<file path="config.mk">
export PLATFORM = sky130hd
export DESIGN_NAME = clk_burst_ctl
export DESIGN_NICKNAME = d
export VERILOG_FILES = /design/src/rtl/clk_burst_ctl.sv
export SDC_FILE = /design/constraint.sdc
export NUM_CORES = 1
export LEC_CHECK = 0
export ABC_AREA = 1
export ABC_CLOCK_PERIOD_IN_PS = 1400
export BUFFER_PORTS_ARGS = -buffer_cell sky130_fd_sc_hd__buf_4
export CAP_MARGIN = 40
export CORE_AREA = 2 2 65 79
export DETAILED_ROUTE_END_ITERATION = 16
export DIE_AREA = 0 0 67 81
export PLACE_DENSITY = 0.52
export RECOVER_POWER = 100
export SYNTH_ARGS = -nofsm -noshare
export SYNTH_HDL_FRONTEND = slang
export SYNTH_SLANG_ARGS = --single-unit
</file>
<file path="constraint.sdc">
create_clock -name clk_h -period 1.4 [get_ports clk_h]
set_clock_uncertainty 0.2 [all_clocks]
set_input_delay 0.42 -clock clk_h [delete_from_list [all_inputs] [get_ports clk_h]]
set_output_delay 0.42 -clock clk_h [all_outputs]
set_load 0.005 [all_outputs]
</file>
<file path="src/rtl/clk_burst_ctl.sv">
// Gated clock-enable controller: stop/run/single/burst, parity-error stop, EBOX sync divider.
module clk_burst_ctl #(
  parameter int unsigned NCHAN    = 8,
  parameter int unsigned CNT_W    = 8,
  parameter int unsigned NSRC     = 4,
  parameter int unsigned SYNC_DIV = 4
) (
  input  logic             clk_h,
  input  logic             reset_h,
  input  logic [2:0]       func_h,
  input  logic             func_go_h,
  input  logic [CNT_W-1:0] burst_cnt_h,
  input  logic [NCHAN-1:0] chan_en_h,
  input  logic [NSRC-1:0]  par_err_h,
  input  logic [NSRC-1:0]  par_chk_en_h,
  input  logic             err_stop_en_h,
  output logic [NCHAN-1:0] clk_en_h,
  output logic             ebox_sync_h,
  output logic             running_h,
  output logic             burst_busy_h,
  output logic             error_stop_h,
  output logic [NSRC-1:0]  err_src_h,
  output logic [CNT_W-1:0] burst_left_h
);

  localparam int unsigned    PH_W    = (SYNC_DIV > 1) ? $clog2(SYNC_DIV) : 1;
  localparam logic [PH_W-1:0] PH_LAST = PH_W'(SYNC_DIV - 1);

  typedef enum logic [2:0] {
    ST_STOP, ST_RUN, ST_SINGLE, ST_BURST, ST_ERRSTOP
  } state_t;

  state_t           state, state_nx;
  logic [CNT_W-1:0] left, left_nx;
  logic [NSRC-1:0]  src, src_nx;
  logic [PH_W-1:0]  phase;
  logic [NSRC-1:0]  masked;
  logic             tick;
  logic             err;

  always_comb begin
    tick   = (state == ST_RUN) || (state == ST_SINGLE) || (state == ST_BURST);
    masked = par_err_h & par_chk_en_h;
    err    = tick & err_stop_en_h & (|masked);
  end

  // Precedence: autonomous progression, then strobe override, then error wins.
  always_comb begin
    state_nx = state;
    left_nx  = left;
    src_nx   = src;

    case (state)
      ST_SINGLE: state_nx = ST_STOP;
      ST_BURST: begin
        if (left == CNT_W'(1)) begin
          state_nx = ST_STOP;
          left_nx  = '0;
        end else begin
          left_nx = left - CNT_W'(1);
        end
      end
      default: ;
    endcase

    if (state == ST_ERRSTOP) begin
      if (func_go_h && (func_h == 3'd5)) begin
        state_nx = ST_STOP;
        src_nx   = '0;
      end
    end else if (func_go_h) begin
      case (func_h)
        3'd1: begin state_nx = ST_STOP;   left_nx = '0; end
        3'd2: begin state_nx = ST_RUN;    left_nx = '0; end
        3'd3: begin state_nx = ST_SINGLE; left_nx = '0; end
        3'd4: begin
          if (burst_cnt_h != '0) begin
            state_nx = ST_BURST;
            left_nx  = burst_cnt_h;
          end
        end
        default: ;
      endcase
    end

    if (err) begin
      state_nx = ST_ERRSTOP;
      src_nx   = masked;
      left_nx  = '0;
    end
  end

  always_ff @(posedge clk_h or posedge reset_h) begin
    if (reset_h) begin
      state <= ST_STOP;
      left  <= '0;
      src   <= '0;
      phase <= '0;
    end else begin
      state <= state_nx;
      left  <= left_nx;
      src   <= src_nx;
      if (tick) begin
        phase <= (phase == PH_LAST) ? '0 : phase + PH_W'(1);
      end
    end
  end

  assign clk_en_h     = chan_en_h & {NCHAN{tick}};
  assign ebox_sync_h  = tick & (phase == '0);
  assign running_h    = tick;
  assign burst_busy_h = (state == ST_BURST);
  assign error_stop_h = (state == ST_ERRSTOP);
  assign err_src_h    = src;
  assign burst_left_h = left;

endmodule

</file>
==> results by stage <==
Status:
- The flow ran to the end, but the final reports show violations.
- The final reports fail on negative setup slack.

Synthesis:
- A synthesized cell averages 6.27 sq um.
- By area the synthesized netlist is led by dfrtp_1 (32%), nand2_1 (17%), nor2_1 (11%).
- The count of different cell masters after synthesis is 22.
- Counting every net in the synthesized netlist gives 245.
- Counting flops and latches in the post-synthesis netlist gives 17.
- Sequential elements use 32.3% of the synthesized area.
- The cell count after synthesis came out at 210.
- The cell accounting for the most synthesized area is dfrtp_1.
- Yosys printed 0 warnings.
- The area share of the leading cell type in the synthesized netlist is 32.3%.
- After synthesis the cells add up to 1320 sq um.

Final layout:
- Of the cells placed in the final design, the portion with a size suffix greater than 1 is 46.0%.
- The net count reported at finish is 351.
- The number of standard cells in the final layout excluding fillers is 375.
- Compared with the post-synthesis result, the final layout area differs by 85.4%.
- At the end of the flow the core is filled with cells to 51.2%.
- The number of antenna diodes in the final layout is 0.

Floorplan:
- The effective utilization at floorplan is 27.6%.
- The number of ports placed on the die boundary is 55.
- From bottom edge to top edge, the die measures 81 um.
- The full die area is 5430 sq um.
- The width of the die is 67 um.
- The site row count is 28.
- In this run the standard cell core region covers 4760 sq um.

Setup path:
- The critical path goes through nor2_4 > nor2_4 > clkinv_4 > nor2_1 > buf_4.
- In this run the critical register-to-register path is launched from state[2]$_DFF_PP0_.
- The slowest stage of the critical path is the dfrtp_1 cell.
- The kind of end point of the critical path is an output pin.
- Data arrives at the worst endpoint at 1210 ps.
- The cell that appears most often on the critical path is nor2_4.
- The delay of the slowest critical-path stage is 390 ps.
- The biggest fanout along the worst timing path is 9.
- The required time at the worst-slack endpoint is 780 ps.
- The setup path with the least slack is of type reg -> out.
- The start point of the critical path is state[0]$_DFF_PP0_.
- The critical path startpoint category is a register.

Power:
- In this run the power density over the cells is 1650 nW/um^2.
- The worst supply voltage drop on vdd is 0.522 mV.
- For this design the static power due to leakage is 1.32 nW.

Clocking:
- The CTS buffer count is 3.
- Clock-pin slew was measured on the worst setup and hold paths at 70 ps.
- The clock network latency to the later pin of the worst-skew pair is 250 ps.
- The buffer levels on the longest clock path is 2.
- The tree is rooted in a clkbuf_8.
- In this run the number of H-tree levels came out at 1.
- The clock sink count is 17.
- The clock tree from TritonCTS is done.

Drt:
- The wire length on met2 is 1880 um.
- The total via count after detailed routing is 1565.
- The routed wire length per instance is 9.81 um.
- The DRC violation count after routing is 0.
- The number of nets with antenna violations after routing is 0.
- Wires add up to 3680 um.
- The topmost layer with routed signal wires is met4.
- The detailed-routed wire length on met3 is 157 um.
- The detailed-route vias per instance is 4.17.
- The first detailed-routing pass took 4 iterations.
- The iteration-0 DRC count of the detailed router is 41.
- After detailed routing, the wire length on met1 is 1620 um.

STA:
- After layout, the minimum clock period comes to 1830 ps.
- Setup violations remaining at the end of the flow were counted as 34.
- For the pin with the worst max-slew slack, the measured transition is 391 ps.
- The final hold violation count is 0.
- Dividing the final minimum period by the clock period gives 130%.
- Setup slack on the critical path of the routed design comes to -425 ps.
- Hold timing on the final database bottoms out at a slack of 235 ps.
- Setup repair after global routing could not meet its margin everywhere.
- The highest achievable clock rate is 548 MHz.
- The number of pins with negative max-slew slack in the final report is 0.
- In this run the tightest slew margin relative to its limit is 73.9%.

Global routing:
- Entering global routing, the biggest net connects 18 pins.
- The total overflow left after global routing is 0.
- The number of antenna violations at the first check in global routing was 0.
- The number of global-route vias before repair is 1488.
- Global routing used 14.1% of the available tracks across all layers.
- The global-route wire length before repair is 6130 um.

Place:
- Routability-driven placement finished with a final weighted congestion of 0.777.
- The placed cell count is 362.
- The worst slack at placement is -250 ps.
- Detailed placement ended at an HPWL of 2960 um.
- Buffers placed on the I/O ports in this run total 54.

Flow run:
- The tool flagged a number of max-cap violations equal to 0.

Worst hold path:
- The path type of the worst min-delay path is in -> reg.
- In this run the most critical hold path is launched from par_chk_en_h[0].
[repair_timing]
item / in CTS / in global routing
hold buffers: 1 / 0
pin swaps: 7 / 10
hold endpoints to repair: 17 / 0
resized for setup: 32 / 23
gates cloned: 0 / 0
buffers inserted: 4 / 7
setup endpoints to repair: 35 / 39
[per-stage QoR]
step                      power (mW)  setup TNS, ps  area, sq um
after floorplan                 1.97          -1600         1370
after global routing            4.42         -10610         2440
after detailed placement        3.19          -4670         2140
final                           4.03          -8000         2440
after CTS                       3.86          -7910         2340
after global placement          3.16          -4160         2140
[where the power goes]
group	total, mW	internal, mW	leakage, nW	switching, mW
combinational	2.78	1.53	1.08	1.25
clock	0.358	0.202	0.0228	0.157
sequential	0.897	0.717	0.212	0.180
[Yosys cell counts, drive strengths merged]
cell / number
inv: 35
clkinv: 1
a21oi: 11
nand3: 18
o31ai: 1
nand2: 62
nor2: 42
o21ai: 16
xor2: 1
buf: 1
dfrtp: 17
ha: 4
nand4: 1
[layout by cell type, fill, tap and decap left out, types with 2 or more instances in the layout]
cell,n
nand3_1,13
inv_1,31
a21oi_1,6
ha_1,4
nor2_4,8
nand3_2,3
nand3_4,2
dfrtp_1,16
clkbuf_8,3
nand2_2,7
nor2_2,4
o21ai_1,7
inv_2,2
buf_6,24
buf_4,74
inv_4,2
nand2_1,53
o21ai_0,5
nand2_4,2
o21ai_2,3
nor2_1,30
a21oi_2,4
[registers in the layout (all words and copies together) (netlist names)]
signal and flops:
burst_left_h 8, err_src_h 4, phase 2, state 3
[metal layers]
metal	vias to the layer above	global-route usage [%]
li1	859	-
met1	672	18.4
met2	32	24.8
met3	2	1.66
met4	0	3.06
met5	-	0
[worst max-delay path: cells and delay by family, from the launching register on]
family	cells	cell delay, ps
buffers and inverters	2	230
DFF	1	390
and+or+nand+nor	3	340
[final timing paths]
path	endpoint	slack, ps	depth (start not counted)
hold reg to reg	err_src_h[3]$_DFFE_PP0P_	320	2
min in group asynchronous	phase[1]$_DFFE_PP0N_	590	4
max in group asynchronous	state[1]$_DFF_PP0_	110	4
setup reg to reg	burst_left_h[4]$_DFF_PP0_	-260	7
hold / removal	err_src_h[0]$_DFFE_PP0P_	240	3
setup / recovery	clk_en_h[1]	-430	5
[cell families (layout without fill, tap and decap cells)]
| group | count (synthesis) | count (layout) | synth area share [%] |
|---|---|---|---|
| DFF | 17 | 17 | 32.3 |
| and+or+nand+nor | 123 | 123 | 40.6 |
| xor gates and xnor gates | 1 | 1 | 0.666 |
| buffers and inverters | 37 | 142 | 10.6 |
| AOI/OAI and AO/OA | 28 | 28 | 12.0 |
| adders and majority gates | 4 | 4 | 3.80 |
[layout make-up]
| cell class | instances | area [sq um] |
|---|---|---|
| clock buffers | 4 | 45.0 |
| repair buffers | 102 | 868 |
| well taps | 60 | 75.1 |
| fillers | 517 | 2320 |
| inverters | 36 | 145 |
| flip-flops and latches | 17 | 427 |
| multi-input cells | 156 | 880 |
Note: power is estimated with default switching activity, not from simulation.
